File: config.mk
export PLATFORM = sky130hd
export DESIGN_NAME = splash_controller
export DESIGN_NICKNAME = d
export VERILOG_FILES = /design/src/rtl/splash_controller.sv
export SDC_FILE = /design/constraint.sdc
export NUM_CORES = 1
export LEC_CHECK = 0
export ABC_AREA = 1
export BUFFER_PORTS_ARGS = -buffer_cell sky130_fd_sc_hd__buf_2
export CORE_MARGIN = 5
export CORE_UTILIZATION = 35
export DETAILED_ROUTE_END_ITERATION = 8
export GPL_ROUTABILITY_DRIVEN = 0
export GPL_TIMING_DRIVEN = 0
export HOLD_SLACK_MARGIN = 0.15
export SLEW_MARGIN = 20
export SYNTH_ARGS = -nofsm -noshare
export SYNTH_HDL_FRONTEND = slang
export SYNTH_SLANG_ARGS = --single-unit
File: constraint.sdc
create_clock -name clk -period 3.8 [get_ports clk]
set_clock_uncertainty 0.05 [all_clocks]
set_input_delay 0.57 -clock clk [delete_from_list [all_inputs] [get_ports clk]]
set_output_delay 0.57 -clock clk [all_outputs]
set_load 0.01 [all_outputs]
File: src/rtl/splash_controller.sv
// Splash sprite controller: latches a clamped hit position, shows the sprite for
// HOLD_FRAMES frames, and composites it over the background with a 3-cycle pipeline.
module splash_controller #(
  parameter int          SPRITE_SIZE       = 50,
  parameter int          HOLD_FRAMES       = 30,
  parameter logic [11:0] TRANSPARENT_COLOR = 12'hF0F
) (
  input  logic        clk,
  input  logic        resetn,
  input  logic [9:0]  x,
  input  logic [8:0]  y,
  input  logic        frame_start,
  input  logic        hit,
  input  logic [9:0]  hit_x,
  input  logic [8:0]  hit_y,
  output logic [9:0]  sprite_x,
  output logic [8:0]  sprite_y,
  input  logic [11:0] sprite_color,
  input  logic [11:0] bg_color,
  output logic [11:0] rgb,
  output logic        active
);

  // state | meaning
  // IDLE  | no splash on screen, waiting for a pending hit
  // ARMED | hit pending, waiting for frame_start to begin showing
  // SHOW  | splash visible, counting down frames

  localparam int              CW    = $clog2(HOLD_FRAMES + 1);
  localparam logic [9:0]      MAX_X = 10'(640 - SPRITE_SIZE);
  localparam logic [8:0]      MAX_Y = 9'(480 - SPRITE_SIZE);
  localparam logic [CW-1:0]   HOLD  = CW'(HOLD_FRAMES);
  localparam logic [10:0]     SZ_X  = 11'(SPRITE_SIZE);
  localparam logic [9:0]      SZ_Y  = 10'(SPRITE_SIZE);

  typedef enum logic [1:0] {IDLE, ARMED, SHOW} state_t;

  state_t        state_q;
  logic          pending_q;
  logic [CW-1:0] cnt_q;
  logic [9:0]    lat_x_q, sprite_x_q, lat_x_d;
  logic [8:0]    lat_y_q, sprite_y_q, lat_y_d;
  logic          active_q;
  logic          in_window_d, win1_q, win2_q;
  logic [11:0]   rgb_q, rgb_d;

  always_comb begin
    lat_x_d = (hit_x > MAX_X) ? MAX_X : hit_x;
    lat_y_d = (hit_y > MAX_Y) ? MAX_Y : hit_y;
    // one bit wider so a sprite near the right/bottom edge never wraps
    in_window_d = active_q
                  && ({1'b0, x} >= {1'b0, sprite_x_q})
                  && ({1'b0, x} <  ({1'b0, sprite_x_q} + SZ_X))
                  && ({1'b0, y} >= {1'b0, sprite_y_q})
                  && ({1'b0, y} <  ({1'b0, sprite_y_q} + SZ_Y));
    rgb_d = (win2_q && (sprite_color != TRANSPARENT_COLOR)) ? sprite_color : bg_color;
  end

  always_ff @(posedge clk or negedge resetn) begin
    if (!resetn) begin
      state_q    <= IDLE;
      pending_q  <= 1'b0;
      cnt_q      <= '0;
      lat_x_q    <= '0;
      lat_y_q    <= '0;
      sprite_x_q <= '0;
      sprite_y_q <= '0;
      active_q   <= 1'b0;
    end else begin
      case (state_q)
        IDLE: begin
          if (pending_q) state_q <= ARMED;
        end
        ARMED: begin
          if (frame_start) begin
            sprite_x_q <= lat_x_q;
            sprite_y_q <= lat_y_q;
            cnt_q      <= HOLD;
            pending_q  <= 1'b0;
            state_q    <= SHOW;
            active_q   <= 1'b1;
          end
        end
        SHOW: begin
          if (frame_start) begin
            if (pending_q) begin
              sprite_x_q <= lat_x_q;
              sprite_y_q <= lat_y_q;
              cnt_q      <= HOLD;
              pending_q  <= 1'b0;
            end else if (cnt_q == CW'(1)) begin
              cnt_q    <= '0;
              state_q  <= IDLE;
              active_q <= 1'b0;
            end else begin
              cnt_q <= cnt_q - CW'(1);
            end
          end
        end
        default: begin
          state_q  <= IDLE;
          active_q <= 1'b0;
        end
      endcase
      // a new hit overrides the clear above, so it waits for the next frame_start
      if (hit) begin
        pending_q <= 1'b1;
        lat_x_q   <= lat_x_d;
        lat_y_q   <= lat_y_d;
      end
    end
  end

  always_ff @(posedge clk or negedge resetn) begin
    if (!resetn) begin
      win1_q <= 1'b0;
      win2_q <= 1'b0;
      rgb_q  <= '0;
    end else begin
      win1_q <= in_window_d;
      win2_q <= win1_q;
      rgb_q  <= rgb_d;
    end
  end

  assign sprite_x = sprite_x_q;
  assign sprite_y = sprite_y_q;
  assign active   = active_q;
  assign rgb      = rgb_q;

endmodule

== Word-level counts from Yosys, hierarchy flattened ==
Cells that the tools add are included.
Widths: inputs -> output; s select.

* Flip-flop bits (word level): 61
* Latch bits: 0
* Bits in writable memories: 0
* Memory bits (read-only): 0
* Bits of input ports: 66
* Output and inout bits: 32
* Word-level logic and storage cells: 76
* Memories: 0

* Add/subtract/negate cells: 3
* Multipliers: 0
* Div/mod/pow operators: 0
* Magnitude comparators: 6
* Equal/unequal tests: 10
* Shift-type cells: 0
* Mux-type cells: 30
* Bitwise logic cells: 1
* Reductions and logical operators: 15

{| class="wikitable"
|+ Operators with widths
! cell !! number
|-
| $mux 10 || 4
|-
| $mux 9 || 4
|-
| $mux 5 || 4
|-
| $pmux 10 s2 || 1
|-
| $pmux 9 s2 || 1
|-
| $mux 12 || 1
|-
| $ne 12x12->1 const B || 1
|-
| $ne 2x2->1 const B || 6
|-
| $add 10x6->11 const B || 1
|-
| $lt 10x11->1 || 1
|-
| $add 9x6->10 const B || 1
|-
| $ge 10x10->1 || 1
|-
| $gt 10x10->1 const B || 1
|-
| $lt 9x10->1 || 1
|-
| $mux 2 || 5
|-
| $pmux 5 s2 || 1
|-
| $reduce_and 5->1 || 2
|-
| $ge 9x9->1 || 1
|-
| $gt 9x9->1 const B || 1
|-
| $mux 1 || 7
|-
| $pmux 2 s3 || 1
|-
| $reduce_bool 2->1 || 3
|-
| $eq 5x1->1 const B || 1
|-
| $logic_and 1x1->1 || 5
|-
| other kinds (10) || 10
|}

== Depth between registers and ports, before layout ==
Gate-level depths: netlist of the first run.

* Depth in word-level cells: 5
* Depth in mapped cells: 14
* Gate-level depth less buffers: 14

== Worst setup path after synthesis of the first run ==
No wires, ideal clock.

* Kind: register to register
* Start point: reg sprite_y_q[1] (netlist: sprite_y[1])
* End point: reg win1_q
* Data arrival time: 1.883 ns
* Data required time: 3.679 ns
* Path slack: 1.796 ns
* Stages on the path, launching flop included: 13
* Buffers on the path: 0
* Clock period less this slack: 2.004 ns
* Path through: dfrtp_1 -> ha_1 -> nand2_1 -> nand2_1 -> o21ai_0 -> xor2_1 -> ha_1 -> a21o_1 -> nand4_1 -> nand2_1 -> nor2_1 -> nand2_1 -> nor2_1

* Word-level cells in the longest chain between the ends: 3

{| class="wikitable"
|+ Ends and longest elaborated chain
! what !! line !! text
|-
| from (decl) || 42 || <nowiki>logic [8:0] lat_y_q, sprite_y_q, lat_y_d;</nowiki>
|-
| from (signal assigned) || 77 || <nowiki>sprite_y_q <= lat_y_q;</nowiki>
|-
| from (signal assigned) || 88 || <nowiki>sprite_y_q <= lat_y_q;</nowiki>
|-
| $add 9x6->10 or $ge 9x9->1 (tied branches) || 55, 54 ||
|-
| $lt 9x10->1 or $logic_and 1x1->1 (tied branches) || 55, 54 ||
|-
| $logic_and 1x1->1 (*) || 55 || <nowiki>&& ({1'b0, y} < ({1'b0, sprite_y_q} + SZ_Y));</nowiki>
|-
| via in_window_d || 44 || <nowiki>logic in_window_d, win1_q, win2_q;</nowiki>
|-
| to (signal assigned) || 120 || <nowiki>win1_q <= in_window_d;</nowiki>
|-
| to (decl) || 44 ||
|}

Mark *: on every way through the listed nets, which the timed path passes. The rest lies on a longest branch.
A chain may end at the register's enable or synchronous reset.

== Worst setup path in the final report of the first run ==
Ends and elaborated chain as after synthesis.

==> results of run 1 <==
[path summary, 6_finish.rpt]
path / start / to / slack [ns]
min in group clk: win1_q$_DFF_PN0_ / win2_q$_DFF_PN0_ / 0.33
max in group asynchronous: resetn / lat_y_q[4]$_DFFE_PN0P_ / 2.92
worst min-delay path: resetn / sprite_x[1]$_DFFE_PN0P_ / 0.26
worst max-delay path: sprite_y[1]$_DFFE_PN0P_ / win1_q$_DFF_PN0_ / 1.50
worst min register to register: win1_q$_DFF_PN0_ / win2_q$_DFF_PN0_ / 0.33
worst max register to register: sprite_y[1]$_DFFE_PN0P_ / win1_q$_DFF_PN0_ / 1.50
[final cells by class]
cell class	instances	share of cell area, %
plain buffers	9	1.33
multi-input cells	320	41.2
repair buffers	97	10.6
inverters	80	6.50
clock inverters	2	0.217
well taps	140	3.79
flip-flops and latches	61	33.0
clock buffers	12	3.36
[power by group]
group	internal, W	switching [W]
Sequential	0.000822	0.000170
Combinational	0.000631	0.000875
Clock	0.000263	0.000229
Total	0.00172	0.00127
[logic make-up (layout without fill, tap and decap cells)]
group	after synthesis	after routing	share of synthesized area [%]
AOI/OAI and AO/OA	81	81	12.9
xor gates and xnor gates	14	14	3.23
adders and majority gates	43	43	14.2
buffers and inverters	89	200	9.53
DFF	61	61	40.2
muxes	1	1	0.396
and+or+nand+nor	181	181	19.6
[cell usage in the layout, fill, tap and decap left out, types with 2 or more instances in the layout]
master | synthesis | layout
nand2_1 | 105 | 105
buf_2 | 1 | 97
inv_1 | 77 | 77
dfrtp_1 | 61 | 61
ha_1 | 43 | 43
nor2_1 | 42 | 42
o21ai_0 | 36 | 36
nand3_1 | 20 | 20
a21oi_1 | 19 | 19
xor2_1 | 11 | 11
clkbuf_8 | 0 | 11
nand4_1 | 6 | 6
a22oi_1 | 5 | 5
a21oi_2 | 5 | 5
clkbuf_1 | 3 | 4
buf_6 | 3 | 3
xnor2_1 | 3 | 3
a21o_1 | 3 | 3
o21ai_1 | 3 | 3
buf_4 | 1 | 2
nand2_2 | 2 | 2
o21bai_1 | 2 | 2
nand3b_1 | 2 | 2
inv_2 | 2 | 2
nor3_1 | 2 | 2
a31oi_1 | 2 | 2
clkinv_2 | 0 | 2
[registers in the layout, indices dropped and copies added (netlist names)]
| name | cells |
|---|---|
| rgb | 12 |
| lat_x_q | 10 |
| sprite_x | 10 |
| lat_y_q | 9 |
| sprite_y | 9 |
| cnt_q | 5 |
| state_q | 2 |
| active | 1 |
| pending_q | 1 |
| win1_q | 1 |
| win2_q | 1 |
[per-layer routing]
| metal | global-route usage, % | vias to the layer above | wire length [µm] |
|---|---|---|---|
| met4 | 5.54 | 2 | 153 |
| met5 | 0 | - | 16 |
| met2 | 25.0 | 41 | 4700 |
| met1 | 17.9 | 1498 | 4070 |
| li1 | - | 1719 | - |
| met3 | 2.38 | 15 | 243 |
[stage by stage]
step | hold WS (ns) | setup slack [ns]
CTS | 0.292 | 1.49
global placement | 0.342 | 1.63
global route | 0.336 | 1.37
finish | 0.260 | 1.50
floorplan | 0.224 | 1.80
detailed placement | 0.321 | 1.53
==> flow_summary.rst, run 1 <==
.. list-table::
   :header-rows: 1

   * - Metric
     - Value
   * - Result of the run
     - finished, final reports clean
   * - Post-CTS Setup Bufs
     - 0
   * - Mapped Cells
     - 470
   * - CP max stage cell
     - dfrtp_1
   * - Main flop type after synthesis
     - dfrtp_1
   * - Post-Syn Area
     - 3790 µm²
   * - Count of input and output buffers
     - 97
   * - Minimum period implied by the final worst setup slack
     - 2.30 ns
   * - Finished Layout Cells
     - 721
   * - Number of top-level pins
     - 98
   * - Number of nets produced by synthesis
     - 579
   * - CTS sink cnt
     - 61
   * - Core Box Area
     - 10700 µm²
   * - Number of nets still failing antenna checks after routing
     - 0
   * - Average wire per standard cell
     - 12.7 µm
   * - Area of placed instances
     - 4460 µm²
   * - Cell occurring most often along the worst timing path
     - nand2_1
   * - Pin count of the biggest net entering global routing
     - 62
   * - Cell count of the worst reg-to-reg path
     - 12
   * - Post-synth top cells
     - nand2_1, inv_1, dfrtp_1
   * - Per-cell via count in the routed design
     - 4.54
   * - Most used standard cell by instance count after synthesis
     - nand2_1
   * - Clock network latency to the later pin of the worst-skew pair
     - 0.32 ns
   * - # placed instances
     - 707
   * - Total number of yosys warnings
     - 0
   * - Count of antenna diodes in the layout
     - 0
   * - Post-CTS Hold Buffers
     - 0
   * - CP startpoint kind
     - flip-flop
   * - Total of fill cells in the finished design
     - 1106
   * - Post-layout instance area
     - 4620 µm²
   * - CTS Buf Count
     - 9
   * - Final global-route overflow total
     - 0
   * - Peak per-stage delay on the critical path
     - 0.43 ns
   * - Worst endpoint required time
     - 4.00 ns
   * - Count of max-cap constraint violations
     - 0
   * - Final routed DRC violation total
     - 0
   * - Post-cts repair resize count
     - 0
   * - Die Area
     - 13000 µm²
   * - Number of nets in the layout
     - 687
   * - Footprint of the flip-flops and latches
     - 1530 µm²
   * - Number of enable-type register cells in the synthesized netlist
     - 0
   * - Layout-stage area growth over the synthesis result
     - 21.8%
   * - Worst max-slew margin expressed relative to the limit
     - 49.2%
   * - Leak pwr
     - 2.54 nW
   * - Core occupancy in the finished layout
     - 43.0%
   * - First-pass GRT wire length
     - 15200 µm
   * - H-tree Lvls
     - 3
   * - DRC violation total after the first TritonRoute iteration
     - 150
   * - Arrival time worst endpoint
     - 2.50 ns
   * - DP HPWL
     - 7480 µm
   * - Final hold violation count
     - 0
   * - Area occupied by multi-input gates
     - 1910 µm²
   * - Number of unique standard cell types used by synthesis
     - 36
   * - Worst vdd ir
     - 0.254 mV
   * - Initial core utilization
     - 35.3%
   * - Maximum fanout encountered on the critical timing path
     - 5
   * - Combined buffer and inverter count along the critical path
     - 0
   * - Chip Width
     - 114 µm
   * - Sequential fraction of the synthesis area
     - 40.2%
   * - Area fraction of the dominant cell type after synthesis
     - 40.2%
   * - Number of global-route vias before repair
     - 3290
   * - Per-instance average area after synthesis
     - 8.07 µm²
   * - Share of the clock period used by the worst path after layout
     - 60.5%
   * - Share of cells above drive strength 1
     - 22.0%
   * - Top Family by Delay on Critical Path
     - simple AND/OR/NAND/NOR gates
   * - Achievable clock frequency
     - 435 MHz
   * - Synth area leaders
     - dfrtp_1, ha_1, nand2_1
   * - All-Layer GR Usage
     - 14.4%
   * - Final-layout setup total negative slack
     - 0 ns
   * - Vias
     - 3275
   * - Tightest Hold Check Type
     - input port to async pin
   * - Overall die height
     - 114 µm
   * - Clk slew on worst S/H paths
     - 0.06 ns
   * - Kind of critical path
     - flip-flop to flip-flop
   * - Tightest Pin Transition
     - 0.762 ns
   * - Yosys reg bits
     - 61
   * - Buffer type at the clock tree root
     - clkbuf_8
   * - Total Routed Length
     - 9180 µm
   * - Clock tree from TritonCTS
     - done
   * - Critical path cell sequence
     - ha_1, nand2_1, nand2_1, o21ai_0, xor2_1, ha_1, a21o_1, nand4_1, nand2_1, nor2_1, nand2_1, nor2_1
   * - Largest area contributor in the netlist
     - dfrtp_1
   * - Placement Rows
     - 38
   * - Pwr Total
     - 0.00299 W
   * - Final setup fails
     - 0
   * - Bufs on Longest Clock Path
     - 2
   * - Crit path depth
     - 12
   * - RSZ-0062 raised after global routing
     - false
   * - Kind of end point of the critical path
     - flip-flop
   * - Pre-Repair DR Iteration Count
     - 4
   * - Number of antenna violations at the first check in global routing
     - 1
   * - Count of pins over their slew limit
     - 0
   * - Asr flop ratio synth
     - 100%
   * - Power per unit of standard cell area
     - 647 nW/µm²
Note: power is estimated with default switching activity, not from simulation.
==> run 2: changes to the inputs <==
==> constraint.sdc (replaced) <==
create_clock -name clk -period 2.1 [get_ports clk]
set_clock_uncertainty 0.05 [all_clocks]
set_input_delay 0.315 -clock clk [delete_from_list [all_inputs] [get_ports clk]]
set_output_delay 0.315 -clock clk [all_outputs]
set_load 0.01 [all_outputs]
==> run 2 against run 1 <==
Net effect:
- cell area is 3.7% higher
- global-route usage is 0.29 points higher
- sequential power is 80% higher
- combinational power is 88% higher
- critical endpoint unchanged
==> flow_summary.rst, run 2 (synthesized netlist as in run 1, its figures left out) <==
.. list-table::
   :header-rows: 1

   * - Metric
     - Value
   * - Finished Layout Cells
     - 737
   * - Number of nets in the layout
     - 703
   * - Final routed DRC violation total
     - 0
   * - Worst endpoint required time
     - 2.30 ns
   * - # placed instances
     - 707
   * - Vias
     - 3368
   * - Gate power share
     - 51.4%
   * - DRC violation total after the first TritonRoute iteration
     - 124
   * - Critical path cell sequence
     - ha_2, nand2_2, nand2_4, o21ai_2, xor2_1, ha_1, a21o_1, nand4_1, nand2_1, nor2_1, nand2_1, nor2_1
   * - Power per unit of standard cell area
     - 1150 nW/µm²
   * - Count of input and output buffers
     - 97
   * - Pin count of the biggest net entering global routing
     - 62
   * - Kind of end point of the critical path
     - flip-flop
   * - Leading cell types in the layout, fill and taps excluded
     - nand2_1, buf_2, inv_1
   * - Tightest Hold Check Type
     - input port to flip-flop
   * - Count of antenna diodes in the layout
     - 0
   * - Met1 capacity usage during global routing
     - 18.0%
   * - Min-Delay Endpoint
     - cnt_q[1]$_DFFE_PN0P_
   * - Pwr Total
     - 0.00553 W
   * - Result of the run
     - finished, final reports clean
   * - H-tree Lvls
     - 3
   * - Share of the clock period used by the worst path after layout
     - 97.9%
   * - Area occupied by multi-input gates
     - 1920 µm²
   * - Bufs on Longest Clock Path
     - 2
   * - Average wire per standard cell
     - 12.8 µm
   * - CP max stage cell
     - dfrtp_1
   * - Leak pwr
     - 2.61 nW
   * - Cell depth of the worst hold path
     - 2
   * - Footprint of the flip-flops and latches
     - 1530 µm²
   * - Number of flip-flops under the largest register name
     - 12
   * - Final global-route overflow total
     - 0
   * - Total of fill cells in the finished design
     - 1087
   * - Number of nets still failing antenna checks after routing
     - 0
   * - Internal Dissipation
     - 0.00318 W
   * - Final setup fails
     - 0
   * - Placement Rows
     - 38
   * - Peak per-stage delay on the critical path
     - 0.38 ns
   * - Core occupancy in the finished layout
     - 44.6%
   * - Overall die height
     - 114 µm
   * - Worst vdd ir
     - 0.460 mV
   * - Die Area
     - 13000 µm²
   * - Minimum period implied by the final worst setup slack
     - 2.06 ns
   * - Switching Fraction
     - 42.4%
   * - All-Layer GR Usage
     - 14.7%
   * - Layout-stage area growth over the synthesis result
     - 26.3%
   * - Met2 Use GR
     - 25.6%
   * - Share of cells above drive strength 1
     - 23.1%
   * - GRT busiest layer
     - met2
   * - Met3 track demand over resource in global routing
     - 2.38%
   * - CTS sink cnt
     - 61
   * - Final hold violation count
     - 0
   * - Area of placed instances
     - 4460 µm²
   * - Achievable clock frequency
     - 487 MHz
   * - Initial core utilization
     - 35.3%
   * - Pre-Repair DR Iteration Count
     - 5
   * - Post-layout instance area
     - 4790 µm²
   * - Top Family by Delay on Critical Path
     - simple AND/OR/NAND/NOR gates
   * - Final Hold Slack
     - 0.167 ns
   * - Worst reg2reg startpoint
     - sprite_y[2]$_DFFE_PN0P_
   * - CP startpoint kind
     - flip-flop
   * - RSZ-0062 raised after global routing
     - true
   * - Number of antenna violations at the first check in global routing
     - 1
   * - CTS Buf Count
     - 9
   * - Number of global-route vias before repair
     - 3392
   * - Maximum fanout encountered on the critical timing path
     - 3
   * - Count of pins over their slew limit
     - 0
   * - Chip Width
     - 114 µm
   * - Clock tree from TritonCTS
     - done
   * - Combined buffer and inverter count along the critical path
     - 0
   * - Tightest Pin Transition
     - 0.756 ns
   * - Total Routed Length
     - 9400 µm
   * - Flop-to-flop setup slack
     - 0.04 ns
   * - Number of top-level pins
     - 98
   * - Core Box Area
     - 10700 µm²
   * - Worst max-slew margin expressed relative to the limit
     - 49.6%
   * - Switching power
     - 0.00234 W
   * - DP HPWL
     - 7480 µm
   * - Cell count of the worst reg-to-reg path
     - 12
   * - Clk slew on worst S/H paths
     - 0.06 ns
   * - Launch instance of the worst min-delay path
     - frame_start
   * - Per-cell via count in the routed design
     - 4.57
   * - Clock network fraction of total power
     - 16.1%
   * - Reg-to-reg endpoint
     - win1_q$_DFF_PN0_
   * - Arrival time worst endpoint
     - 2.26 ns
   * - Clock network latency to the later pin of the worst-skew pair
     - 0.33 ns
   * - Most frequent standard cell in the layout excluding fill and tap cells
     - nand2_1
   * - Flop pwr share
     - 32.5%
   * - Buffer type at the clock tree root
     - clkbuf_8
   * - Kind of critical path
     - flip-flop to flip-flop
   * - First-pass GRT wire length
     - 15500 µm
   * - Count of max-cap constraint violations
     - 0
-- run 2: cell types whose count changed in the layout (fill, tap and decap cells not counted), sizes merged --
cell	change
dlygate4sd3	+12
buf	+4
-- run 2: layout make-up --
type | instances | area share, %
timing repair buffer | 113 | 13.3
inverter | 80 | 6.27
tap | 140 | 3.66
multi-input combinational | 320 | 40.1
clock inverter | 2 | 0.209
sequential | 61 | 31.9
buffer | 9 | 1.28
clock buffer | 12 | 3.24
-- run 2: power groups by stage --
stage | registers [W] | logic [W] | clock network, W
6_report | 0.00179 | 0.00284 | 0.000890
3_5_place_dp | 0.00182 | 0.00276 | 0
4_1_cts | 0.00180 | 0.00284 | 0.000919
3_3_place_gp | 0.00180 | 0.00265 | 0
5_1_grt | 0.00186 | 0.00330 | 0.000979
2_1_floorplan | 0.00185 | 0.00185 | 0
-- run 2: worst max path at each step --
stage                             from                to  slack (ns)  cells past startpoint
4_1_cts        sprite_x[1]$_DFFE_PN0P_  win1_q$_DFF_PN0_        0.01                     14
5_1_grt        sprite_y[2]$_DFFE_PN0P_  win1_q$_DFF_PN0_       -0.07                     12
6_report       sprite_y[2]$_DFFE_PN0P_  win1_q$_DFF_PN0_        0.04                     12
3_3_place_gp   sprite_y[1]$_DFFE_PN0P_  win1_q$_DFF_PN0_       -0.07                     12
2_1_floorplan  sprite_y[1]$_DFFE_PN0P_  win1_q$_DFF_PN0_         0.1                     12
3_5_place_dp   sprite_y[1]$_DFFE_PN0P_  win1_q$_DFF_PN0_       -0.17                     12
-- run 2: worst register-to-register path: cells and delay by family, from the launching register on --
| family | cells | cell delay (ns) |
|---|---|---|
| fa+ha+maj | 2 | 0.46 |
| compound gates | 2 | 0.31 |
| flops | 1 | 0.38 |
| xor+xnor | 1 | 0.16 |
| simple gates | 7 | 0.62 |
-- run 2: what timing repair did --
item | in CTS | in global routing
gates cloned | 0 | 0
hold endpoints to repair | 72 | 0
resized for setup | 4 | 4
endpoints found under the setup margin | 1 | 1
pin swaps | 1 | 6
hold buffers | 12 | 0
buffers inserted | 2 | 2
-- run 2: metal layers --
layer  up-vias  share of wire [%]
met3        21                3.1
met1      1538                 43
met5         -               0.17
li1       1750                  -
met2        57                 51
met4         2                2.2
-- run 2: metrics by stage --
stage | setup WS [ns] | TNS (ns)
floorplan | 0.0960 | 0
global placement | -0.0732 | -0.0732
detailed placement | -0.171 | -0.171
CTS | 0.0122 | 0
global route | -0.0675 | -0.0675
finish | 0.0447 | 0
==> run 3: changes to the inputs <==
--- a/config.mk
+++ b/config.mk
@@ -7,6 +7,7 @@
 export LEC_CHECK = 0
 export ABC_AREA = 1
 export BUFFER_PORTS_ARGS = -buffer_cell sky130_fd_sc_hd__buf_2
+export CAP_MARGIN = 20
 export CORE_MARGIN = 5
 export CORE_UTILIZATION = 35
 export DETAILED_ROUTE_END_ITERATION = 8
==> constraint.sdc (replaced) <==
create_clock -name clk -period 2.1 [get_ports clk]
set_clock_uncertainty 0.05 [all_clocks]
set_input_delay 0 -clock clk [delete_from_list [all_inputs] [get_ports clk]]
set_output_delay 0 -clock clk [all_outputs]
set_load 0.01 [all_outputs]
==> run 3 against run 2 <==
Net effect:
- register-to-register slack about the same
- critical endpoint unchanged
- sequential share of layout area down 3.1 points
- power up 3.0%
- flip-flop and latch count unchanged
- highest routed layer is now met4
==> flow_summary.rst, run 3 (synthesized netlist as in run 1, its figures left out) <==
.. list-table::
   :header-rows: 1

   * - Metric
     - Value
   * - Result of the run
     - finished, final reports clean
   * - RSZ-0062 raised after global routing
     - true
   * - Final global-route overflow total
     - 0
   * - CP max stage cell
     - dfrtp_1
   * - Count of antenna diodes in the layout
     - 0
   * - CTS Buf Count
     - 9
   * - Number of top-level pins
     - 98
   * - All-Layer GR Usage
     - 15.7%
   * - Share of the clock period used by the worst path after layout
     - 97.7%
   * - Number of nets still failing antenna checks after routing
     - 0
   * - Count of max-cap constraint violations
     - 0
   * - Kind of critical path
     - flip-flop to flip-flop
   * - Bufs on Longest Clock Path
     - 2
   * - # placed instances
     - 707
   * - Launch instance of the worst min-delay path
     - x[8]
   * - H-tree Lvls
     - 3
   * - Clk slew on worst S/H paths
     - 0.06 ns
   * - Buffer type at the clock tree root
     - clkbuf_8
   * - Total of fill cells in the finished design
     - 1027
   * - DRC violation total after the first TritonRoute iteration
     - 137
   * - Per-cell via count in the routed design
     - 4.55
   * - Internal Dissipation
     - 0.00330 W
   * - Pin count of the biggest net entering global routing
     - 62
   * - Pwr Total
     - 0.00569 W
   * - Arrival time worst endpoint
     - 2.26 ns
   * - Tightest Hold Check Type
     - input port to flip-flop
   * - Number of nets in the layout
     - 754
   * - Average wire per standard cell
     - 12.7 µm
   * - Cell count of the worst reg-to-reg path
     - 12
   * - Kind of end point of the critical path
     - flip-flop
   * - DP HPWL
     - 7480 µm
   * - Leading cell types in the layout, fill and taps excluded
     - nand2_1, buf_2, inv_1
   * - Number of flip-flops under the largest register name
     - 12
   * - Layout-stage area growth over the synthesis result
     - 39.7%
   * - Vias
     - 3589
   * - Pre-Repair DR Iteration Count
     - 4
   * - Total Routed Length
     - 10000 µm
   * - Count of input and output buffers
     - 97
   * - Tightest Pin Transition
     - 0.761 ns
   * - Count of pins over their slew limit
     - 0
   * - Clock network latency to the later pin of the worst-skew pair
     - 0.33 ns
   * - Die Area
     - 13000 µm²
   * - Finished Layout Cells
     - 788
   * - Critical path cell sequence
     - ha_2, nand2_2, nand2_4, o21ai_2, xor2_1, ha_1, a21o_1, nand4_1, nand2_1, nor2_1, nand2_1, nor2_1
   * - Maximum fanout encountered on the critical timing path
     - 3
   * - Worst vdd ir
     - 0.461 mV
   * - CP startpoint kind
     - flip-flop
   * - Worst setup path startpoint
     - sprite_y[2]$_DFFE_PN0P_
   * - Share of cells above drive strength 1
     - 21.5%
   * - First-pass GRT wire length
     - 16700 µm
   * - Final hold violation count
     - 0
   * - Switching power
     - 0.00239 W
   * - Most frequent standard cell in the layout excluding fill and tap cells
     - nand2_1
   * - Flop-to-flop setup slack
     - 0.05 ns
   * - Placement Rows
     - 38
   * - Switching Fraction
     - 42.0%
   * - Worst reg2reg startpoint
     - sprite_y[2]$_DFFE_PN0P_
   * - Gate power share
     - 52.7%
   * - Overall die height
     - 114 µm
   * - Cell depth of the worst hold path
     - 7
   * - Reg-to-reg endpoint
     - win1_q$_DFF_PN0_
   * - Power per unit of standard cell area
     - 1070 nW/µm²
   * - Initial core utilization
     - 35.3%
   * - Achievable clock frequency
     - 487 MHz
   * - Chip Width
     - 114 µm
   * - Worst endpoint required time
     - 2.31 ns
   * - Final routed DRC violation total
     - 0
   * - Peak per-stage delay on the critical path
     - 0.38 ns
   * - Number of global-route vias before repair
     - 3674
   * - CTS sink cnt
     - 61
   * - Core Box Area
     - 10700 µm²
   * - Min-Delay Endpoint
     - win1_q$_DFF_PN0_
   * - Flop pwr share
     - 31.4%
   * - Clock tree from TritonCTS
     - done
   * - Leak pwr
     - 2.81 nW
   * - Minimum period implied by the final worst setup slack
     - 2.05 ns
   * - Clock network fraction of total power
     - 15.8%
   * - Number of antenna violations at the first check in global routing
     - 0
   * - Final setup fails
     - 0
   * - Worst max-slew margin expressed relative to the limit
     - 49.2%
[run 3: cell count changes in the layout (fill, tap and decap cells not counted), sizes merged]
cell	before	now
buf	107	108
dlygate4sd3	12	62
[run 3: worst max path at each step]
| stage | depth (start not counted) | end |
|---|---|---|
| 2_1_floorplan | 12 | win1_q$_DFF_PN0_ |
| 3_3_place_gp | 12 | win1_q$_DFF_PN0_ |
| 3_5_place_dp | 12 | win1_q$_DFF_PN0_ |
| 4_1_cts | 14 | win1_q$_DFF_PN0_ |
| 5_1_grt | 12 | win1_q$_DFF_PN0_ |
| 6_report | 12 | win1_q$_DFF_PN0_ |
[run 3: critical path: cells and delay by family, from the launching register on]
kind            cells  cell delay [ns]
fa+ha+maj           2             0.46
compound gates      2             0.31
xor+xnor            1             0.16
flops               1             0.38
simple gates        7             0.61
[run 3: timing repair]
item	4_1_cts	5_1_grt
pin swaps	1	6
hold buffers	62	0
gates resized for setup	4	4
hold endpoints to repair	98	0
endpoints found under the setup margin	1	1
buffers inserted	2	3
[run 3: area by class of cell]
| class | instances | area [µm²] | area share, % |
|---|---|---|---|
| Inverter | 80 | 300 | 5.67 |
| Tap cell | 140 | 175 | 3.31 |
| Clock buffer | 12 | 155 | 2.93 |
| Clock inverter | 2 | 10.0 | 0.189 |
| Multi-Input combinational cell | 320 | 1920 | 36.3 |
| Timing Repair Buffer | 164 | 1150 | 21.6 |
| Buffer | 9 | 61.3 | 1.16 |
| Sequential cell | 61 | 1530 | 28.8 |
[run 3: routing by layer]
metal | vias to the layer above | track usage, % | routed length, µm
li1 | 1854 | - | -
met1 | 1644 | 19.5 | 4290
met2 | 70 | 27.4 | 5210
met3 | 21 | 2.01 | 295
met4 | 0 | 6.81 | 244
met5 | - | 0 | 0
[run 3: through the flow]
stage | worst slack [ns] | hold slack, ns | TNS [ns] | instance area, µm² | util [%]
4_1_cts | 0.0122 | 0.171 | 0 | 5270 | 49.0
2_1_floorplan | 0.0960 | -0.346 | 0 | 3790 | -
5_1_grt | -0.0693 | 0.217 | -0.0693 | 5300 | 49.3
3_3_place_gp | -0.0732 | 0.160 | -0.0732 | 4460 | 41.5
3_5_place_dp | -0.171 | 0.0812 | -0.171 | 4460 | 41.5
6_report | 0.0477 | 0.177 | 0 | 5300 | 49.3
[run 3: power groups by stage]
| stage | Sequential (W) | Clock [W] | Combinational (W) |
|---|---|---|---|
| 2_1_floorplan | 0.00185 | 0 | 0.00185 |
| 3_3_place_gp | 0.00180 | 0 | 0.00265 |
| 3_5_place_dp | 0.00182 | 0 | 0.00276 |
| 4_1_cts | 0.00180 | 0.000919 | 0.00295 |
| 5_1_grt | 0.00185 | 0.000981 | 0.00347 |
| 6_report | 0.00179 | 0.000900 | 0.00300 |
